$ cat src/rtl/lcd_ctrl_param.sv
// Parametrised LCD image controller: loads an IMG_W x IMG_H frame serially, then streams
// a WIN x WIN fit (sub-sampled) or zoomed window, optionally mirrored horizontally.
module lcd_ctrl_param #(
  parameter int DATA_W = 8,
  parameter int IMG_W  = 12,
  parameter int IMG_H  = 9,
  parameter int WIN    = 4,
  parameter int FIT_X0 = 1,
  parameter int FIT_SX = 3,
  parameter int FIT_Y0 = 1,
  parameter int FIT_SY = 2,
  parameter int CX0    = 6,
  parameter int CY0    = 5
) (
  input  logic              clk,
  input  logic              reset_n,
  input  logic [DATA_W-1:0] datain,
  input  logic [2:0]        cmd,
  input  logic              cmd_valid,
  output logic [DATA_W-1:0] dataout,
  output logic              output_valid,
  output logic              busy,
  output logic              zoom_mode,
  output logic [1:0]        dbg_state
);
  localparam int N    = IMG_W * IMG_H;
  localparam int AW   = $clog2(N);
  localparam int MAXD = (IMG_W > IMG_H) ? IMG_W : IMG_H;
  localparam int CW   = $clog2(MAXD + 1);
  localparam int IW   = $clog2(WIN);
  localparam int HALF = WIN / 2;

  typedef enum logic [1:0] {S_IDLE, S_LOAD, S_CALC, S_OUT} state_t;

  state_t            r_state, w_next;
  logic [2:0]        r_cmd;
  logic [AW-1:0]     r_cnt;
  logic [IW-1:0]     r_i, r_j;
  logic [CW-1:0]     r_cx, r_cy;
  logic              r_zoom, r_mirror, r_valid;
  logic [DATA_W-1:0] r_dout;
  logic [DATA_W-1:0] r_mem [N];

  logic              w_accept, w_load_last, w_beat_last;
  int                w_ip, w_x, w_y;
  logic [AW-1:0]     w_addr;

  // Handshake: a command is taken on a rising edge where cmd_valid=1 and busy=0 in IDLE;
  // busy stays high until the cycle after the last output beat, and cmd_valid is ignored meanwhile.
  assign busy         = (r_state != S_IDLE) || r_valid;
  assign w_accept     = (r_state == S_IDLE) && cmd_valid && !busy;
  assign w_load_last  = (r_cnt == AW'(N - 1));
  assign w_beat_last  = (r_i == IW'(WIN - 1)) && (r_j == IW'(WIN - 1));
  assign dataout      = r_dout;
  assign output_valid = r_valid;
  assign zoom_mode    = r_zoom;
  assign dbg_state    = r_state;

  always_comb begin
    w_next = r_state;
    case (r_state)
      S_IDLE: if (w_accept) w_next = (cmd == 3'd0) ? S_LOAD : S_CALC;
      S_LOAD: if (w_load_last) w_next = S_OUT;
      S_CALC: w_next = S_OUT;
      S_OUT:  if (w_beat_last) w_next = S_IDLE;
      default: w_next = S_IDLE;
    endcase
  end

  // Frame address of the current output beat; mirroring reverses the column index only.
  always_comb begin
    w_ip = r_mirror ? (WIN - 1 - int'(r_i)) : int'(r_i);
    if (r_zoom) begin
      w_x = int'(r_cx) - HALF + w_ip;
      w_y = int'(r_cy) - HALF + int'(r_j);
    end else begin
      w_x = FIT_X0 + w_ip * FIT_SX;
      w_y = FIT_Y0 + int'(r_j) * FIT_SY;
    end
    w_addr = AW'(w_y * IMG_W + w_x);
  end

  always_ff @(posedge clk) begin
    if (r_state == S_LOAD) r_mem[r_cnt] <= datain;
  end

  always_ff @(posedge clk or negedge reset_n) begin
    if (!reset_n) begin
      r_state  <= S_IDLE;
      r_cmd    <= 3'd0;
      r_cnt    <= '0;
      r_i      <= '0;
      r_j      <= '0;
      r_cx     <= CW'(CX0);
      r_cy     <= CW'(CY0);
      r_zoom   <= 1'b0;
      r_mirror <= 1'b0;
      r_valid  <= 1'b0;
      r_dout   <= '0;
    end else begin
      r_state <= w_next;
      r_valid <= (r_state == S_OUT);
      case (r_state)
        S_IDLE: if (w_accept) begin
          r_cmd <= cmd;
          r_cnt <= '0;
          r_i   <= '0;
          r_j   <= '0;
        end
        S_LOAD: begin
          r_cnt <= r_cnt + AW'(1);
          if (w_load_last) begin
            r_zoom   <= 1'b0;
            r_mirror <= 1'b0;
          end
        end
        S_CALC: begin
          case (r_cmd)
            3'd1: begin
              if (!r_zoom) begin
                r_cx <= CW'(CX0);
                r_cy <= CW'(CY0);
              end
              r_zoom <= 1'b1;
            end
            3'd2: r_zoom <= 1'b0;
            3'd3: if (r_zoom && (r_cx < CW'(IMG_W - HALF))) r_cx <= r_cx + CW'(1);
            3'd4: if (r_zoom && (r_cx > CW'(HALF)))         r_cx <= r_cx - CW'(1);
            3'd5: if (r_zoom && (r_cy > CW'(HALF)))         r_cy <= r_cy - CW'(1);
            3'd6: if (r_zoom && (r_cy < CW'(IMG_H - HALF))) r_cy <= r_cy + CW'(1);
            3'd7: r_mirror <= ~r_mirror;
            default: ;
          endcase
        end
        S_OUT: begin
          r_dout <= r_mem[w_addr];
          if (r_i == IW'(WIN - 1)) begin
            r_i <= '0;
            r_j <= r_j + IW'(1);
          end else begin
            r_i <= r_i + IW'(1);
          end
        end
        default: ;
      endcase
    end
  end
endmodule

$ cat config.mk
export PLATFORM = sky130hd
export DESIGN_NAME = lcd_ctrl_param
export DESIGN_NICKNAME = d
export VERILOG_FILES = /design/src/rtl/lcd_ctrl_param.sv
export SDC_FILE = /design/constraint.sdc
export NUM_CORES = 1
export LEC_CHECK = 0
export BUFFER_PORTS_ARGS = -buffer_cell sky130_fd_sc_hd__buf_4
export CAP_MARGIN = 10
export CORE_ASPECT_RATIO = 1.4
export CORE_UTILIZATION = 68
export DETAILED_ROUTE_END_ITERATION = 7
export PLACE_DENSITY = 0.85
export REMOVE_ABC_BUFFERS = 1
export SLEW_MARGIN = 20
export SYNTH_ARGS = -nofsm -noshare
export SYNTH_HDL_FRONTEND = slang
export SYNTH_SLANG_ARGS = --single-unit
$ cat constraint.sdc
create_clock -name clk -period 9 [get_ports clk]
set_clock_uncertainty 0.05 [all_clocks]
set_input_delay 1.8 -clock clk [delete_from_list [all_inputs] [get_ports clk]]
set_output_delay 1.8 -clock clk [all_outputs]
set_load 0.1 [all_outputs]
After elaboration in Yosys (flattened, before gate mapping)
Memory sizes are Yosys's and may differ from the RTL's. A register that Yosys moved wholly into a read port is not among the register bits.
Index checks and enable logic that the tools add are counted.
{"block": "op_classes", "n_addsub": 15, "n_mul": 2, "n_lt_le_gt_ge": 4, "n_eq_ne": 24, "muxes": 30, "bitwise_logic": 1, "n_reduce_logical": 27}
{"cell": "32-bit 2-to-1 mux", "count": 2}
{"cell": "32-bit by 3-bit multiplier with 5-bit output, second input constant", "count": 1}
{"cell": "32-bit by 3-bit multiplier with 7-bit output, second input constant", "count": 1}
{"cell": "4-bit 2-to-1 mux", "count": 6}
{"cell": "4-bit one-hot mux with 3 select lines", "count": 2}
{"cell": "2-bit != test, second input constant", "count": 8}
{"cell": "2-bit 2-to-1 mux", "count": 7}
{"cell": "7-bit 2-to-1 mux", "count": 2}
{"cell": "7-bit one-hot mux with 2 select lines", "count": 1}
{"cell": "3-bit equality test, second input constant", "count": 4}
{"cell": "3-bit AND reduction", "count": 4}
{"cell": "5-bit AND reduction", "count": 2}
{"cell": "4-bit by 2-bit subtractor with 5-bit output, second input constant", "count": 2}
{"cell": "4-bit by 1-bit adder with 4-bit output, second input constant", "count": 2}
{"cell": "2-bit equality test, second input constant", "count": 4}
{"cell": "4-bit by 2-bit > comparator with 1-bit output, second input constant", "count": 2}
{"cell": "2-bit one-hot mux with 2 select lines", "count": 2}
{"cell": "2-bit one-hot mux with 4 select lines", "count": 1}
{"cell": "2-bit nonzero test", "count": 4}
{"cell": "4-bit by 1-bit subtractor with 4-bit output, second input constant", "count": 2}
{"cell": "2-bit by 7-bit adder with 7-bit output, first input constant", "count": 1}
{"cell": "5-bit by 7-bit adder with 7-bit output", "count": 1}
{"cell": "7-bit by 1-bit adder with 7-bit output, second input constant", "count": 1}
{"cell": "7-bit adder", "count": 1}
{"cell": "other kinds (22)", "count": 40}
{"block": "word_totals", "register_bits": 27, "mem_bits_rw": 864, "input_bits": 14, "output_inout_bits": 13, "word_cells": 114, "memories": 1}
{"memory": "r_mem", "depth": 108, "word_bits": 8, "rd": 1, "rd_ports_with_merged_regs": 1, "wr": 1, "line": "42", "text": "logic [DATA_W-1:0] r_mem [N];"}

Depth between registers and ports, before layout
Gate-level depths: netlist of the first run.
{"block": "logic_depth", "depth_word": 6, "mapped_depth": 20, "depth_no_buf": 18}

Least setup slack after synthesis of the first run
Ideal clock, no wire load.
{"block": "synth_timing", "path_type": "register -> register", "from": "reg r_zoom, in the netlist zoom_mode", "to": "reg r_dout[0], in the netlist dataout[0], read port of r_mem", "arrival_time_ps": 5139, "required_ps": 8811, "slack_ps": 3672, "stages_incl_launch_ff": 20, "cell_sequence": "dfrtp_1 -> clkbuf_1 -> clkbuf_1 -> clkbuf_1 -> buf_1 -> a21oi_1 -> ha_1 -> ha_1 -> inv_1 -> fa_1 -> inv_1 -> ha_1 -> clkbuf_1 -> nor2_1 -> a21oi_1 -> xnor2_1 -> xnor3_1 -> a311oi_1 -> nor4bb_1 -> a32oi_1"}
{"block": "synth_between", "elab_chain_len": 3, "elab_cells_between_ends": 4}
{"item": "start: declaration", "line": "40", "text": "logic r_zoom, r_mirror, r_valid;"}
{"item": "start signal: assignment", "line": "96", "text": "r_zoom <= 1'b0;"}
{"item": "start signal: assignment", "line": "113", "text": "r_zoom <= 1'b0;"}
{"item": "start signal: assignment", "line": "124", "text": "r_zoom <= 1'b1;"}
{"item": "32-bit 2-to-1 mux", "line": "73", "text": "if (r_zoom) begin"}
{"item": "32-bit by 3-bit multiplier with 5-bit output", "line": "80", "text": "w_addr = AW'(w_y * IMG_W + w_x);"}
{"item": "7-bit adder *", "line": "80"}
{"item": "end: declaration", "line": "41", "text": "logic [DATA_W-1:0] r_dout;"}
Every way passes the cells marked *; elsewhere a longest branch is shown, timed or not.
A chain may end at the register's enable or synchronous reset.

Worst setup path after layout of the first run
{"block": "layout_timing", "from": "reg r_mirror", "to": "reg r_dout[7], in the netlist dataout[7], read port of r_mem"}
{"block": "layout_between", "elab_chain_len": 5, "elab_cells_between_ends": 6}
{"item": "start: declaration", "line": "40"}
{"item": "start signal: assignment", "line": "131", "text": "3'd7: r_mirror <= ~r_mirror;"}
{"item": "32-bit 2-to-1 mux *", "line": "72", "text": "w_ip = r_mirror ? (WIN - 1 - int'(r_i)) : int'(r_i);"}
{"item": "32-bit by 3-bit multiplier with 7-bit output", "line": "77", "text": "w_x = FIT_X0 + w_ip * FIT_SX;"}
{"item": "2-bit by 7-bit adder with 7-bit output", "line": "77"}
{"item": "7-bit 2-to-1 mux *", "line": "73"}
{"item": "7-bit adder *", "line": "80"}
Marked as above.

==> results of run 1 <==
-- per-stage QoR --
step | worst slack, ps | cells | setup TNS (ps)
2_1_floorplan | -5820 | 2180 | -46050
3_5_place_dp | 2970 | 2967 | 0
6_report | 2760 | 3110 | 0
4_1_cts | 2870 | 3110 | 0
5_1_grt | 2600 | 3110 | 0
3_3_place_gp | 3180 | 2966 | 0
-- state kept, by name, indices dropped and copies added (netlist names), 2 cells and up --
signal and flops:
r_cx 4, r_j 2, r_cnt 7, r_i 2, dataout 8, dbg_state 2
r_mem 864, r_cy 4, r_cmd 3
-- cell type report --
cell class,instances,area [sq um]
Sequential cell,899,26800
Fill cell,2941,13600
Multi-Input combinational cell,1214,9610
Clock buffer,95,2080
Tap cell,721,902
Timing Repair Buffer,66,541
Clock inverter,48,407
Inverter,67,251
-- layer usage --
metal	global-route usage	part of all wire
met5	0.00174	0.00018
met4	0.265	0.084
met3	0.0793	0.11
met2	0.611	0.48
met1	0.462	0.32
-- cell usage in the layout, fill, tap and decap left out, types with 21 or more instances in the layout --
cell / count
a21oi_1: 21
buf_4: 61
clkbuf_16: 81
dfrtp_1: 30
edfxtp_1: 864
ha_1: 30
inv_1: 65
mux2_2: 75
mux2i_1: 173
mux4_2: 63
nand2_1: 188
nand3_1: 61
nor2_1: 145
o2111ai_1: 21
o211ai_1: 74
o21ai_0: 30
o22ai_1: 48
-- logic make-up after synthesis --
| group | Yosys count | synth area share |
|---|---|---|
| fa+ha+maj | 36 | 0.0133 |
| mux | 312 | 0.107 |
| compound gates | 340 | 0.0684 |
| xor+xnor | 21 | 0.00549 |
| flops | 899 | 0.718 |
| buf+inv | 193 | 0.0275 |
| simple gates | 505 | 0.0602 |
-- critical path, cell delays in order (launching register included) --
cell	delay (ps)
dfrtp_1	450
xnor2_1	510
inv_2	390
ha_1	310
inv_1	80
fa_1	450
and2_1	230
a21oi_4	670
buf_4	900
buf_4	570
mux2i_1	360
o22ai_1	150
or4b_1	560
a32oi_1	260
a41oi_1	70
-- final timing paths --
check	slack, ps	from	cells after the start	endpoint
setup / recovery	2760	r_mirror	14	dataout[7]
hold / removal	490	r_cy[2]	2	r_cy[2]
setup reg to reg	2760	r_mirror	14	dataout[7]
hold reg to reg	490	r_cy[2]	2	r_cy[2]
max in group asynchronous	7430	reset_n	1	r_cy[0]
min in group asynchronous	1090	reset_n	1	dataout[5]
==> summary.txt, run 1 <==
Run status
  • Status: finished clean

STA
  • Fin crit period: 6240 ps
  • Max Slew Vio Count: 0
  • Final Setup Violations: 0
  • Rel. slew slack: 0.161
  • RSZ-0062 raised after global routing: no
  • Endpoints failing hold: 0
  • FMAX: 160 MHz
  • Final period utilization: 0.693
  • WHS: around 490 ps
  • Worst-Margin Slew: roughly 1300 ps

Detailed routing
  • Vias per inst: 7.25
  • WL final: 104 mm
  • Drt wl/cell: approximately 34 microns
  • Antenna-violating nets left: 0
  • Number of DRC markers in iteration 0: 3,617
  • DRC Markers: 0
  • Vias: 22.6k
  • Drt pass-1 iters: 6

GRT
  • Vias in the first global route: 22.2k
  • Largest net degree at the start of global routing: 114
  • Total GRT Usage: 0.379
  • Initial antenna violation count: 2
  • Gr ovfl total: 0
  • First-pass GRT wire length: 151 mm

Cells and area
  • Final Util: 0.749
  • Inserted Diodes: 0
  • Area delta synth->final: 8.70%
  • Nets: approximately 2.4k
  • Design Area, Final: 40,600 sq um
  • Layout cells sized above 1: 0.147

Critical path
  • CP Max Fanout: 59
  • CP Data Required Time: about 9400 ps
  • Worst setup SP type: register
  • Critical setup path kind: reg -> reg
  • CP Capture Type: register
  • Arrival @ worst endpoint: 6650 ps

Clocking
  • CTS tree: done
  • Skew-Pair Late Insertion Delay: ~640 ps
  • H-tree depth: 3
  • Post-CTS setup buffer count: 0
  • Longest Clk Path Bufs: 3
  • Clk slew on worst S/H paths: 70 ps
  • Post-CTS sizing: 0
  • # hold bufs at CTS: 0
  • Num Clock Sinks: 899
  • CTS Root Cell: clkbuf_16
  • TritonCTS buffer count: 78

Floorplan
  • Die span in y: around 280 microns
  • Width of the die: 200 microns
  • Die area: about 56,000 sq um
  • I/O pin count: 27
  • Starting Density: 0.689
  • Core box area: 54,200 sq um
  • Rows: 101

Yosys
  • Cell with the most instances after synthesis: edfxtp_1
  • Synth warn: 0
  • Cell count after synthesis: 2,306
  • Yosys reg bits: around 900
  • Synth cell count leaders: edfxtp_1 (864), nand2_1 (188), mux2i_1 (173)
  • Synth area leaders: edfxtp_1 (69%), mux2i_1 (4.6%), mux4_2 (3.8%), mux2_2 (2.3%), dfrtp_1 (2.1%)
  • Avg Inst Size Synth: roughly 16 sq um
  • Sequential-to-total area share from yosys stat: 0.718
  • Leading area contributor after synthesis: edfxtp_1
  • Top_reg_cell synth: edfxtp_1
  • Post-synth EDFFs: around 860
  • Cell area after synthesis: 37,400 sq um
  • Yosys top cell area share: 0.694
  • Share of flip-flops with an asynchronous set or reset: 0.0389
  • Netlist cell types: 77

Place
  • Cell area after placement: 38,100 sq um
  • IO Port Bufs: 26
  • DP HPWL: 63.5 mm
  • Routability cong.: 1.02

Hold path
  • Hold Crit Class: reg -> reg

Flow run
  • Max_cap viols: 0
Power of run 1 is left out: the tool's default activity adds up to more than one toggle a clock period on the data nets, which glitch-free logic cannot reach.
==> run 2: changes to the inputs <==
ABC_AREA = 1   (was default)
CORE_UTILIZATION = 57   (was 68)
PLACE_DENSITY = 0.76   (was 0.85)
clock period = 5.6 ns   (was 9 ns; I/O delays follow)
==> summary.txt, run 2 <==
Cells and area
  • Area delta synth->final: 9.13%
  • Nets: 3,921 (+65%)
  • Non-filler cells, final: 4,865 (+56%)
  • Most flops, register: r_mem
  • Layout cells sized above 1: 0.0559 (-0.0910)
  • Max reg flops: 864 (unchanged)
  • Inserted Diodes: 0 (unchanged)
  • Most frequent cells in the layout: nand2_1 (1,088), edfxtp_1 (864), nand3_1 (717), inv_1 (646), nor2_1 (141)
  • Most common cell after layout, fill and taps aside: nand2_1

Critical path
  • CP Max Fanout: 16 (-73%)
  • Worst setup SP type: register
  • Setup slack, reg-to-reg: 930 ps (-1840 ps)
  • Arrival @ worst endpoint: 5180 ps (-1470 ps)
  • CP Capture Type: register
  • Slowest CP cell: xor2_1
  • Reg2Reg Depth: 17 (+3)
  • R2R Path End: dataout[0]
  • Crit path launch: r_cy[0]
  • Largest stage delay, worst path: 690 ps (-210 ps)
  • Critical-path cell list: ha_1 > inv_1 > fa_1 > nor2_1 > o22ai_1 > ha_1 > ha_1 > inv_1 > fa_1 > inv_1 > ha_1 > xor2_1 > inv_1 > nand3_1 > nand3_1 > nand2_1 > nand2_1
  • Critical setup path kind: reg -> reg
  • FF-to-FF Start: r_cy[0]
  • CP Data Required Time: 6110 ps (-3300 ps)

STA
  • Slack of the critical path: 927 ps (-1840 ps)
  • Final Setup Violations: 0 (unchanged)
  • FMAX: 214 MHz (+33%)
  • WHS: 380 ps (-108 ps)
  • Fin crit period: 4670 ps (-1560 ps)
  • RSZ-0062 raised after global routing: no
  • Worst-Margin Slew: 1030 ps (-222 ps)
  • Max Slew Vio Count: 0 (unchanged)
  • Rel. slew slack: 0.312 (+0.151)
  • Endpoints failing hold: 0 (unchanged)
  • Final period utilization: 0.834 (+0.141)

Clocking
  • Post-CTS setup buffer count: 0 (unchanged)
  • Num Clock Sinks: 899 (unchanged)
  • Clk slew on worst S/H paths: 70 ps (about the same)
  • H-tree depth: 3 (unchanged)
  • CTS Root Cell: clkbuf_16
  • Post-CTS sizing: 0 (unchanged)
  • CTS tree: done
  • # hold bufs at CTS: 0 (unchanged)
  • Skew-Pair Late Insertion Delay: 650 ps (about the same)
  • TritonCTS buffer count: 80 (+2.6%)
  • Longest Clk Path Bufs: 3 (unchanged)

GRT
  • First-pass GRT wire length: 155 mm (+2.9%)
  • Largest net degree at the start of global routing: 140 (+23%)
  • Total GRT Usage: 0.291 (-0.0878)
  • Vias in the first global route: 26.9k (+21%)
  • Initial antenna violation count: 0 (-2)
  • Gr ovfl total: 0 (unchanged)

Detailed routing
  • DRC Markers: 0 (unchanged)
  • Drt pass-1 iters: 7 (+1)
  • Number of DRC markers in iteration 0: 3,035 (-16%)
  • Vias per inst: 5.68 (-22%)
  • Antenna-violating nets left: 0 (unchanged)
  • WL final: 103 mm (-1.8%)
  • Vias: 27.7k (+23%)
  • Drt wl/cell: 21.1 microns (-37%)

Floorplan
  • Rows: 114 (+13%)
  • Core box area: 69,300 sq um (+28%)
  • Starting Density: 0.579 (-0.110)
  • Die span in y: 316 microns (+13%)
  • Die area: 71,500 sq um (+28%)
  • Width of the die: 226 microns (+13%)
  • I/O pin count: 27 (unchanged)

Run status
  • Status: finished clean

Yosys
  • Synth warn: 0 (unchanged)
  • Yosys top cell area share: 0.647 (-0.0478)
  • Synth cell count leaders: nand2_1 (1,092), edfxtp_1 (864), nand3_1 (718)
  • Netlist cell types: 39 (-49%)
  • Cell area after synthesis: 40,100 sq um (+7.4%)
  • Post-synth EDFFs: 864 (unchanged)
  • Cell with the most instances after synthesis: nand2_1
  • Leading area contributor after synthesis: edfxtp_1
  • Top_reg_cell synth: edfxtp_1
  • Cell count after synthesis: 3,915 (+70%)
  • Yosys reg bits: 899 (unchanged)
  • Synth area leaders: edfxtp_1 (65%), nand2_1 (10%), nand3_1 (9.0%), inv_1 (6.1%), dfrtp_1 (1.9%)
  • Avg Inst Size Synth: 10.3 sq um (-37%)
  • Share of flip-flops with an asynchronous set or reset: 0.0389 (unchanged)
  • Sequential-to-total area share from yosys stat: 0.668 (-0.0494)

Place
  • Placement Setup Slack: 1060 ps (-1910 ps)
  • Dpl cells: 4,717 (+59%)
  • DP HPWL: 60.2 mm (-5.2%)
  • IO Port Bufs: 26 (unchanged)
  • Routability cong.: 0.941 (-7.9%)

Flow run
  • Max_cap viols: 0 (unchanged)

Hold path
  • Hold Crit Class: in -> async
[run 2: cell types whose count changed after synthesis, sizes merged, moves of 76 or more]
cell	before	now
mux2	76	0
inv	67	649
buf	64	143
mux2i	173	0
nand3	61	719
nand2	188	1093
[run 2: cell type report]
cell class	instances	area (sq um)
flip-flops and latches	899	26800
fillers	5369	25500
multi-input cells	2166	9970
inverters	649	2440
clock buffers	104	2270
well taps	928	1160
repair buffers	75	696
clock inverters	44	437
[run 2: cell families (layout without fill, tap and decap cells)]
| kind of cell | Yosys count | count (layout) | synth area share |
|---|---|---|---|
| compound gates | 142 | 142 | 0.0228 |
| buf+inv | 850 | 872 | 0.0848 |
| flops | 899 | 899 | 0.668 |
| fa+ha+maj | 36 | 36 | 0.0123 |
| simple gates | 1975 | 1975 | 0.209 |
| xor+xnor | 13 | 13 | 0.00284 |
[run 2: per-layer routing]
layer,GRT usage,share of wire
met3,0.0350,0.079
met1,0.356,0.36
met5,0,0
met4,0.179,0.062
met2,0.494,0.50
[run 2: worst max-delay path by stage]
stage	cells past startpoint	to	slack [ps]
2_1_floorplan	10	dataout[7]	-8560
6_report	17	dataout[0]	930
4_1_cts	17	dataout[1]	1050
3_3_place_gp	17	dataout[1]	1080
3_5_place_dp	17	dataout[1]	1060
5_1_grt	16	dataout[0]	730
[run 2: critical path: cells and delay by family, from the launching register on]
| family | cells | cell delay (ps) |
|---|---|---|
| AO/OA/AOI/OAI | 1 | 120 |
| XOR/XNOR | 1 | 690 |
| adder cells (fa/ha/maj) | 6 | 1820 |
| buffers and inverters | 4 | 660 |
| flip-flops | 1 | 540 |
| AND/OR/NAND/NOR | 5 | 680 |
[run 2: per-stage QoR]
stage,utilization,cell area (sq um),TNS (ps)
after floorplan,-,39200,-68450
after CTS,0.632,43800,0
after detailed placement,0.593,41100,0
after global routing,0.632,43800,0
after global placement,0.592,41100,0
final,0.632,43800,0
Power of run 2 is left out for the same reason.
